<file path="src/rtl/sand_pkg.sv">
// Shared cell encoding and controller state encoding for the sand update engine.
package sand_pkg;

    localparam int unsigned CELL_CODE_EMPTY = 0;
    localparam int unsigned CELL_CODE_SAND  = 1;
    localparam int unsigned CELL_CODE_WALL  = 2;

    typedef enum logic [1:0] {
        CELL_EMPTY = 2'd0,
        CELL_SAND  = 2'd1,
        CELL_WALL  = 2'd2
    } cell_t;

    typedef enum logic [3:0] {
        ST_IDLE      = 4'd0,
        ST_RD_SELF   = 4'd1,
        ST_CHK_SELF  = 4'd2,
        ST_CHK_BELOW = 4'd3,
        ST_CHK_D1    = 4'd4,
        ST_CHK_D2    = 4'd5,
        ST_WR_DST    = 4'd6,
        ST_WR_SRC    = 4'd7,
        ST_NEXT      = 4'd8,
        ST_DONE      = 4'd9
    } state_t;

endpackage

</file>
<file path="src/rtl/sand_scan_counter.sv">
// Bottom-up raster scan position (x, y) and linear cell address, kept in step
// incrementally so no multiplier is needed.
module sand_scan_counter #(
    parameter int ADDR_WIDTH = 19,
    parameter int COLS       = 640,
    parameter int ROWS       = 480,
    parameter int X_W        = 10,
    parameter int Y_W        = 9
) (
    input  logic                  clk_i,
    input  logic                  reset_i,
    input  logic                  clear_i,
    input  logic                  adv_i,
    output logic [X_W-1:0]        x_o,
    output logic [ADDR_WIDTH-1:0] addr_o,
    output logic                  last_o
);

    localparam logic [X_W-1:0]        X_LAST     = X_W'(COLS - 1);
    localparam logic [Y_W-1:0]        Y_FIRST    = Y_W'(ROWS - 2);
    localparam logic [ADDR_WIDTH-1:0] ADDR_FIRST = ADDR_WIDTH'((ROWS - 2) * COLS);
    // From the last cell of row y back to the first cell of row y-1.
    localparam logic [ADDR_WIDTH-1:0] ROW_BACK   = ADDR_WIDTH'(2 * COLS - 1);

    logic [X_W-1:0]        x_q, x_d;
    logic [Y_W-1:0]        y_q, y_d;
    logic [ADDR_WIDTH-1:0] addr_q, addr_d;

    always_comb begin
        x_d    = x_q;
        y_d    = y_q;
        addr_d = addr_q;
        if (clear_i) begin
            x_d    = '0;
            y_d    = Y_FIRST;
            addr_d = ADDR_FIRST;
        end else if (adv_i) begin
            if (x_q == X_LAST) begin
                x_d    = '0;
                y_d    = y_q - Y_W'(1);
                addr_d = addr_q - ROW_BACK;
            end else begin
                x_d    = x_q + X_W'(1);
                addr_d = addr_q + ADDR_WIDTH'(1);
            end
        end
    end

    always_ff @(posedge clk_i) begin
        if (reset_i) begin
            x_q    <= '0;
            y_q    <= '0;
            addr_q <= '0;
        end else begin
            x_q    <= x_d;
            y_q    <= y_d;
            addr_q <= addr_d;
        end
    end

    assign x_o    = x_q;
    assign addr_o = addr_q;
    assign last_o = (x_q == X_LAST) && (y_q == '0);

endmodule

</file>
<file path="src/rtl/sand_update_engine.sv">
// Falling-sand step engine: walks the grid bottom-up, moving each grain down
// (or diagonally) into empty space through a one-read/one-write cell RAM.
module sand_update_engine #(
    parameter int VRAM_ADDR_WIDTH = 19,
    parameter int CELL_WIDTH      = 2,
    parameter int ACTIVE_COLUMNS  = 640,
    parameter int ACTIVE_ROWS     = 480,
    parameter int DIAG_EN         = 1
) (
    input  logic                       clk_i,
    input  logic                       reset_i,
    input  logic                       start_i,
    output logic                       busy_o,
    output logic                       done_o,
    output logic [VRAM_ADDR_WIDTH-1:0] rd_addr_o,
    input  logic [CELL_WIDTH-1:0]      rd_data_i,
    output logic                       wr_en_o,
    output logic [VRAM_ADDR_WIDTH-1:0] wr_addr_o,
    output logic [CELL_WIDTH-1:0]      wr_data_o
);

    import sand_pkg::*;

    localparam int AW  = VRAM_ADDR_WIDTH;
    localparam int X_W = (ACTIVE_COLUMNS > 1) ? $clog2(ACTIVE_COLUMNS) : 1;
    localparam int Y_W = (ACTIVE_ROWS > 1) ? $clog2(ACTIVE_ROWS) : 1;
    localparam logic [AW-1:0]  COLS_A = AW'(ACTIVE_COLUMNS);
    localparam logic [X_W-1:0] X_LAST = X_W'(ACTIVE_COLUMNS - 1);

    state_t          state_q, state_d;
    logic            dir_q, dir_d;
    logic [AW-1:0]   dst_q, dst_d;

    logic            scan_clear, scan_adv, scan_last;
    logic [X_W-1:0]  scan_x;
    logic [AW-1:0]   scan_addr;

    sand_scan_counter #(
        .ADDR_WIDTH (AW),
        .COLS       (ACTIVE_COLUMNS),
        .ROWS       (ACTIVE_ROWS),
        .X_W        (X_W),
        .Y_W        (Y_W)
    ) u_scan (
        .clk_i   (clk_i),
        .reset_i (reset_i),
        .clear_i (scan_clear),
        .adv_i   (scan_adv),
        .x_o     (scan_x),
        .addr_o  (scan_addr),
        .last_o  (scan_last)
    );

    cell_t rd_cell;

    always_comb begin
        rd_cell = CELL_WALL;
        if (rd_data_i == CELL_WIDTH'(CELL_CODE_EMPTY)) begin
            rd_cell = CELL_EMPTY;
        end else if (rd_data_i == CELL_WIDTH'(CELL_CODE_SAND)) begin
            rd_cell = CELL_SAND;
        end
    end

    // Diagonal candidates; d1 is the preferred side chosen by dir_q.
    logic [AW-1:0] below_addr, left_addr, right_addr, d1_addr, d2_addr;
    logic          left_ok, right_ok, d1_ok, d2_ok;

    assign below_addr = scan_addr + COLS_A;
    assign left_addr  = below_addr - AW'(1);
    assign right_addr = below_addr + AW'(1);
    assign left_ok    = (scan_x != '0);
    assign right_ok   = (scan_x != X_LAST);
    assign d1_ok      = dir_q ? right_ok : left_ok;
    assign d2_ok      = dir_q ? left_ok : right_ok;
    assign d1_addr    = dir_q ? right_addr : left_addr;
    assign d2_addr    = dir_q ? left_addr : right_addr;

    always_comb begin
        state_d    = state_q;
        dir_d      = dir_q;
        dst_d      = dst_q;
        scan_clear = 1'b0;
        scan_adv   = 1'b0;
        rd_addr_o  = '0;
        wr_en_o    = 1'b0;
        wr_addr_o  = '0;
        wr_data_o  = '0;
        unique case (state_q)
            ST_IDLE: begin
                if (start_i) begin
                    scan_clear = 1'b1;
                    state_d    = ST_RD_SELF;
                end
            end
            ST_RD_SELF: begin
                rd_addr_o = scan_addr;
                state_d   = ST_CHK_SELF;
            end
            ST_CHK_SELF: begin
                if (rd_cell == CELL_SAND) begin
                    rd_addr_o = below_addr;
                    state_d   = ST_CHK_BELOW;
                end else begin
                    state_d = ST_NEXT;
                end
            end
            ST_CHK_BELOW: begin
                if (rd_cell == CELL_EMPTY) begin
                    dst_d   = below_addr;
                    state_d = ST_WR_DST;
                end else if (DIAG_EN != 0) begin
                    if (d1_ok) begin
                        rd_addr_o = d1_addr;
                    end
                    state_d = ST_CHK_D1;
                end else begin
                    state_d = ST_NEXT;
                end
            end
            ST_CHK_D1: begin
                if (d1_ok && (rd_cell == CELL_EMPTY)) begin
                    dst_d   = d1_addr;
                    dir_d   = ~dir_q;
                    state_d = ST_WR_DST;
                end else begin
                    if (d2_ok) begin
                        rd_addr_o = d2_addr;
                    end
                    state_d = ST_CHK_D2;
                end
            end
            ST_CHK_D2: begin
                if (d2_ok && (rd_cell == CELL_EMPTY)) begin
                    dst_d   = d2_addr;
                    dir_d   = ~dir_q;
                    state_d = ST_WR_DST;
                end else begin
                    state_d = ST_NEXT;
                end
            end
            ST_WR_DST: begin
                wr_en_o   = 1'b1;
                wr_addr_o = dst_q;
                wr_data_o = CELL_WIDTH'(CELL_CODE_SAND);
                state_d   = ST_WR_SRC;
            end
            ST_WR_SRC: begin
                wr_en_o   = 1'b1;
                wr_addr_o = scan_addr;
                wr_data_o = CELL_WIDTH'(CELL_CODE_EMPTY);
                state_d   = ST_NEXT;
            end
            ST_NEXT: begin
                if (scan_last) begin
                    state_d = ST_DONE;
                end else begin
                    scan_adv = 1'b1;
                    state_d  = ST_RD_SELF;
                end
            end
            ST_DONE: begin
                state_d = ST_IDLE;
            end
            default: begin
                state_d = ST_IDLE;
            end
        endcase
    end

    // A reset landing between WR_DST and WR_SRC leaves the source grain in place.
    always_ff @(posedge clk_i) begin
        if (reset_i) begin
            state_q <= ST_IDLE;
            dir_q   <= 1'b0;
            dst_q   <= '0;
        end else begin
            state_q <= state_d;
            dir_q   <= dir_d;
            dst_q   <= dst_d;
        end
    end

    assign busy_o = (state_q != ST_IDLE);
    assign done_o = (state_q == ST_DONE);

endmodule
</file>
<file path="config.mk">
export PLATFORM = sky130hd
export DESIGN_NAME = sand_update_engine
export DESIGN_NICKNAME = d
export VERILOG_FILES = /design/src/rtl/sand_pkg.sv /design/src/rtl/sand_scan_counter.sv /design/src/rtl/sand_update_engine.sv
export SDC_FILE = /design/constraint.sdc
export NUM_CORES = 1
export LEC_CHECK = 0
export ABC_AREA = 1
export BUFFER_PORTS_ARGS = -buffer_cell sky130_fd_sc_hd__buf_2
export CORE_MARGIN = 2
export CORE_UTILIZATION = 35
export DETAILED_ROUTE_END_ITERATION = 12
export GPL_ROUTABILITY_DRIVEN = 0
export PLACE_DENSITY = 0.65
export REMOVE_ABC_BUFFERS = 1
export SYNTH_ARGS = -nofsm -noshare
export SYNTH_HDL_FRONTEND = slang
export SYNTH_SLANG_ARGS = --single-unit
</file>
<file path="constraint.sdc">
create_clock -name clk_i -period 2.1 [get_ports clk_i]
set_input_delay 0.21 -clock clk_i [delete_from_list [all_inputs] [get_ports clk_i]]
set_output_delay 0.21 -clock clk_i [all_outputs]
set_load 0.01 [all_outputs]
</file>
== After elaboration in Yosys (flattened, before gate mapping) ==
Index checks and enable logic that the tools add are counted.
Widths: inputs -> output; s select.

* Add/sub/neg operators: 7
* Equal/unequal tests: 17
* Multiplexer cells: 40
* Bitwise operators: 1
* Reductions and logical operators: 19

{| class="wikitable"
|+ Operator list
! cell !! number
|-
| $mux 19 || 13
|-
| $pmux 19 s4 || 1
|-
| $pmux 19 s3 || 1
|-
| $add 19x1->19 const B || 2
|-
| $pmux 19 s2 || 1
|-
| $pmux 4 s9 || 1
|-
| $mux 9 || 3
|-
| $add 19x10->19 const B || 1
|-
| $sub 19x1->19 const B || 1
|-
| $sub 19x11->19 const B || 1
|-
| $eq 4x3->1 const B || 4
|-
| $mux 4 || 4
|-
| $add 10x1->10 const B || 1
|-
| $eq 10x10->1 const B || 1
|-
| $mux 1 || 10
|-
| $mux 10 || 1
|-
| $ne 10x10->1 const B || 1
|-
| $reduce_bool 10->1 || 1
|-
| $logic_not 9->1 || 1
|-
| $sub 9x1->9 const B || 1
|-
| $eq 4x2->1 const B || 2
|-
| $eq 4x4->1 const B || 2
|-
| $mux 2 || 4
|-
| $ne 2x2->1 const B || 4
|-
| other kinds (14) || 22
|}

* Register bits after elaboration: 62
* Input port bits: 5
* Output and inout port bits: 43
* Logic and storage cells: 92

== Logic depth before layout (Yosys ltp) ==
* Word-level depth: 7
* Mapped depth: 17
* Mapped depth without buffers: 17

== Hierarchy ==
Synthesis repeated with hierarchy kept, for this count alone.

* Cells, all modules: 999
* Area total of the unflattened synthesis: 5,914.4 sq um

{| class="wikitable"
|+ By module, submodules not included
! module !! instances !! cells each !! area each (sq um) !! seq. area each (sq um)
|-
| sand_update_engine || 1 || 642 || 3,616.0 || 480.5
|-
| sand_scan_counter || 1 || 357 || 2,298.5 || 760.7
|}

== Least setup slack after synthesis ==
Ideal clock, no wire load.

* Path type: register -> register
* From: reg u_scan.x_q[0], in the netlist u_scan.x_o[0]
* To: reg u_scan.addr_q[17], in the netlist u_scan.addr_o[17]
* Setup time: 56 ps
* Arrival time: 2,059 ps
* Slack: -15 ps
* Cell stages (with the launch flop): 15
* Path buffers: 0
* Cells stage by stage: dfxtp_1 ha_1 nand4_4 nor2_8 ha_1 nand2_1 nor3_1 nand2_1 nor4_1 nand2_1 nand4_1 a21oi_1 o21ai_0 nand2_1 inv_1

* Word-level cells in the longest chain between the ends: 4

{| class="wikitable"
|+ Ends and longest elaborated chain
! item !! RTL line !! text
|-
| start: declaration || sand_scan_counter.sv:25 || <nowiki>logic [X_W-1:0] x_q, x_d;</nowiki>
|-
| start signal: assignment || sand_scan_counter.sv:51 || <nowiki>x_q <= '0;</nowiki>
|-
| start signal: assignment || sand_scan_counter.sv:55 || <nowiki>x_q <= x_d;</nowiki>
|-
| $eq 10x10->1 (*) || sand_scan_counter.sv:38, sand_scan_counter.sv:63 ||
|-
| $logic_and 1x1->1 || sand_scan_counter.sv:63 || <nowiki>assign last_o = (x_q == X_LAST) && (y_q == '0);</nowiki>
|-
| $mux 1 || sand_update_engine.sv:155 || <nowiki>if (scan_last) begin</nowiki>
|-
| $mux 1 || sand_update_engine.sv:89 || <nowiki>unique case (state_q)</nowiki>
|-
| end signal: assignment || sand_scan_counter.sv:57 || <nowiki>addr_q <= addr_d;</nowiki>
|-
| end: declaration || sand_scan_counter.sv:27 || <nowiki>logic [ADDR_WIDTH-1:0] addr_q, addr_d;</nowiki>
|}

Mark *: on every way between the ends. The rest lies on a longest branch, timed or not.
A chain may end at the register's enable or synchronous reset.

== Worst setup path in the final report ==
* From: reg u_scan.addr_q[7], in the netlist u_scan.addr_o[7]
* To: out rd_addr_o[14]

* Word-level cells in the longest chain between the ends: 6

{| class="wikitable"
|+ Ends and longest elaborated chain
! item !! RTL line !! text
|-
| $add 19x10->19 (*) || sand_update_engine.sv:69 || <nowiki>assign below_addr = scan_addr + COLS_A;</nowiki>
|-
| $add 19x1->19 or $sub 19x1->19 (tied branches) || sand_update_engine.sv:71, sand_update_engine.sv:70 ||
|-
| $mux 19, on equally long branches || sand_update_engine.sv:77, sand_update_engine.sv:76 ||
|-
| $mux 19, on equally long branches || sand_update_engine.sv:127, sand_update_engine.sv:113 ||
|-
| $mux 19, on equally long branches || sand_update_engine.sv:122, sand_update_engine.sv:109 ||
|-
| $pmux 19 s4 (*) || sand_update_engine.sv:89 ||
|-
| end: declaration || sand_update_engine.sv:15 || <nowiki>output logic [VRAM_ADDR_WIDTH-1:0] rd_addr_o,</nowiki>
|}

Marks and branches as above.

==> results.json <==
{
  "path_max_fanout": 7,
  "r2r_slack_ns": -0.34,
  "crit_family": "simple AND/OR/NAND/NOR gates",
  "r2r_end": "dst_q[12]",
  "cp.arrival_ns": 2.35,
  "p_per_area_nw_per_um2": 549,
  "switching_power_mw": 1.92,
  "p_clk_share_pct": 31.9,
  "netlist_instances": 950,
  "seq_area_frac_synth_pct": 21.6,
  "track_usage_pct": 24.3,
  "swShare_pct": 37.4,
  "grt_max_degree": 39,
  "min_from": "start_i",
  "p_comb_share_pct": 40.6,
  "leakagePower_nw": 4.34,
  "first_global_vias": 6860,
  "drtAntennaViolNets": 0,
  "final-setup-viol-count": 36,
  "syn_avg_cell_area_um2": 6.05,
  "synth_edf_count": 0,
  "cts_buffers": 9,
  "row_count": 46,
  "worst_hold_slack_ns": 0.185,
  "outcome": "finished, violations left",
  "nNetsFinal": 1215,
  "finalMaxSlewViolations": 0,
  "yosys.area.top_type": "dfxtp_1",
  "cp_cell_sequence": "clkinv_2, buf_6, nand2_1, nor2_1, nand2_2, nor2_4, nand3_4, inv_2, nand2_2, xor2_1, buf_4, nand2_1, nand3_1, nand2_1, buf_2",
  "synth_top_cell_area_share_pct": 21.6,
  "io_buffer_count": 46,
  "n_antenna_cell": 0,
  "maxCapViolCount": 0,
  "avgRoutedWirePerCell_um": 17.1,
  "nFillCells": 1431,
  "finalCriticalPeriod_ns": 2.56,
  "antenna_found_initial": 0,
  "die_x_um": 132,
  "clk_pin_slew_ns": 0.05,
  "hold_path_end": "state_q[0]",
  "critPathBufInv": 5,
  "ff_latch_area_um2": 1280,
  "hold_violations": 0,
  "skew_ns": 0.0116,
  "clock-sinks": 62,
  "violations": "negative setup slack",
  "grt_setup_unrepaired": "true",
  "power_mw": 5.13,
  "grt_pass1_wl_um": 34000,
  "synth.most_common_cell": "nand2_1",
  "synthFlopType": "dfxtp_1",
  "hold_depth": 3,
  "intPower_mw": 3.21,
  "io_pins": 48,
  "seq_power_share_pct": 27.5,
  "cts_hold_buf": 0,
  "clk_latency_ns": 0.35,
  "startpoint_type": "flip-flop",
  "yosysUniqueCellTypes": 53,
  "cpPeakStageDelay_ns": 0.36,
  "async_flop_share_pct": 0,
  "ys_warn_count": 0,
  "vias": 7711,
  "drt_iter0_markers": 800,
  "required_ns": 1.89,
  "cpMostUsedCell": "nand2_1",
  "synthTopCellsByCount": "nand2_1, inv_1, nand3_1, nor2_1",
  "design_area_um2": 9340,
  "route.detailed.drc": 0,
  "worstReg2RegStart": "u_scan.addr_o[7]",
  "htreeDepth": 3,
  "worst-r2r-cell-count": 19,
  "clock.fmax_mhz": 391,
  "syn2layout_area_growth_pct": 62.4,
  "fin_crit_sh_pct": 122,
  "ys_seq_elements": 62,
  "netlist_top_cells_area": "dfxtp_1, nand2_1, nand3_1, inv_1, a21oi_1",
  "grt.overflow.total": 0,
  "postPlaceCellArea_um2": 7200,
  "first_pass_iters": 8,
  "crit_slowest_cell": "dfxtp_4",
  "core_area_um2": 16000,
  "totalWireLength_um": 24200,
  "drive_gt1_share_pct": 45.9,
  "crit_path_end_kind": "primary output",
  "multi_input_area_um2": 4830,
  "start_util_pct": 35.9,
  "dieHeight_um": 132,
  "critical_path_class": "flip-flop to primary output",
  "irDropWorstVdd_uv": 452,
  "cts-root-buf": "clkbuf_16",
  "hpwl_um": 14900,
  "fin_ws_ns": -0.458,
  "setup_tns_ns": -7.99,
  "hp-class": "input port to flip-flop",
  "synth.cell_area_um2": 5750,
  "die_area_um2": 17500,
  "place_ws_ns": -0.181,
  "detail_route.vias_per_cell": 5.45,
  "cts_tree": "done",
  "clock_path_buffers": 2
}
sequential cells by signal, summed over array words and instances (netlist names):
name / flops
state_q: 4
dir_q: 1
u_scan.addr_o: 19
u_scan.y_q: 9
dst_q: 19
u_scan.x_o: 10
worst min-delay path, stage by stage:
cell and delay (ns):
buf_2 0.12, o22ai_1 0.09, nor2_1 0.08
per-stage QoR:
stage / util [%] / cells
final: 58.4 / 1415
after detailed placement: 45.0 / 1325
after floorplan: - / 913
after global routing: 58.4 / 1415
after global placement: 45.0 / 1325
after CTS: 52.0 / 1378
cells by family (layout without fill, tap and decap cells):
family          Yosys count  after routing  synth area share (%)
simple gates            457            457                  37.3
compound gates          216            216                  21.3
buf+inv                 172            421                  12.3
flops                    62             62                  21.6
xor+xnor                 26             26                  3.96
fa+ha+maj                16             16                  3.48
other cells               1              1                0.0652
power by group through the flow:
| stage | Combinational, mW | Sequential, mW | Clock, mW |
|---|---|---|---|
| after global routing | 2.23 | 1.42 | 1.70 |
| final | 2.08 | 1.41 | 1.63 |
| after floorplan | 0.891 | 1.40 | 0 |
| after global placement | 1.48 | 1.41 | 0 |
| after CTS | 1.74 | 1.39 | 1.65 |
| after detailed placement | 1.49 | 1.41 | 0 |
routing by layer:
metal  vias to the layer above  part of all wire (%)  global-route usage [%]  routed length [um]
met5                         -                     0                       0                   0
met4                         0                   4.4                    11.1                1060
met3                        97                   7.5                    4.38                1810
met2                       368                    49                    41.0               11800
met1                      3586                    39                    30.1                9510
li1                       3660                     -                       -                   -
cells in the final DEF (no fill, tap or decap), drive strengths merged:
cell / netlist / routed
nor2: 96 / 96
o31ai: 1 / 1
bufinv: 0 / 2
xnor2: 4 / 4
and2: 1 / 1
o21a: 1 / 1
or2: 1 / 1
nand2: 225 / 225
buf: 22 / 270
o2111ai: 2 / 2
o221ai: 10 / 10
o221a: 1 / 1
nor3: 15 / 15
dfxtp: 62 / 62
clkinvlp: 0 / 1
a211oi: 2 / 2
nor4: 4 / 4
ha: 16 / 16
clkinv: 2 / 3
a21oi: 71 / 71
inv: 133 / 133
xor2: 22 / 22
nand3b: 1 / 1
clkbuf: 15 / 12
nor3b: 3 / 3
nand3: 95 / 95
conb: 1 / 1
o21bai: 4 / 4
nand4: 15 / 15
a22oi: 6 / 6
o22ai: 19 / 19
o211ai: 1 / 1
o21ai: 83 / 83
and3: 1 / 1
a31oi: 13 / 13
a311oi: 1 / 1
a21o: 1 / 1
repair_timing:
action	CTS	global route
setup endpoints to repair	46	65
buffers inserted	36	40
gates cloned	2	0
resized for setup	127	197
pin swaps	29	97
layout make-up:
| cell class | instances | share of cell area [%] |
|---|---|---|
| inverter | 135 | 5.75 |
| clock inverter | 4 | 0.750 |
| multi-input combinational | 716 | 51.8 |
| tap | 216 | 2.89 |
| sequential | 62 | 13.7 |
| timing repair buffer | 270 | 22.5 |
| clock buffer | 12 | 2.64 |
worst max-delay path by stage:
stage / startpoint / to / slack [ns] / depth (start not counted)
6_report: u_scan.addr_o[7] / rd_addr_o[14] / -0.46 / 15
5_1_grt: u_scan.addr_o[7] / rd_addr_o[18] / -0.60 / 14
4_1_cts: u_scan.addr_o[3] / rd_addr_o[14] / -0.39 / 13
3_5_place_dp: u_scan.addr_o[7] / rd_addr_o[14] / -0.18 / 14
3_3_place_gp: u_scan.addr_o[7] / rd_addr_o[14] / -0.14 / 14
2_1_floorplan: dir_q / dst_q[11] / -0.66 / 11
Power figures use the tool's default switching activity.
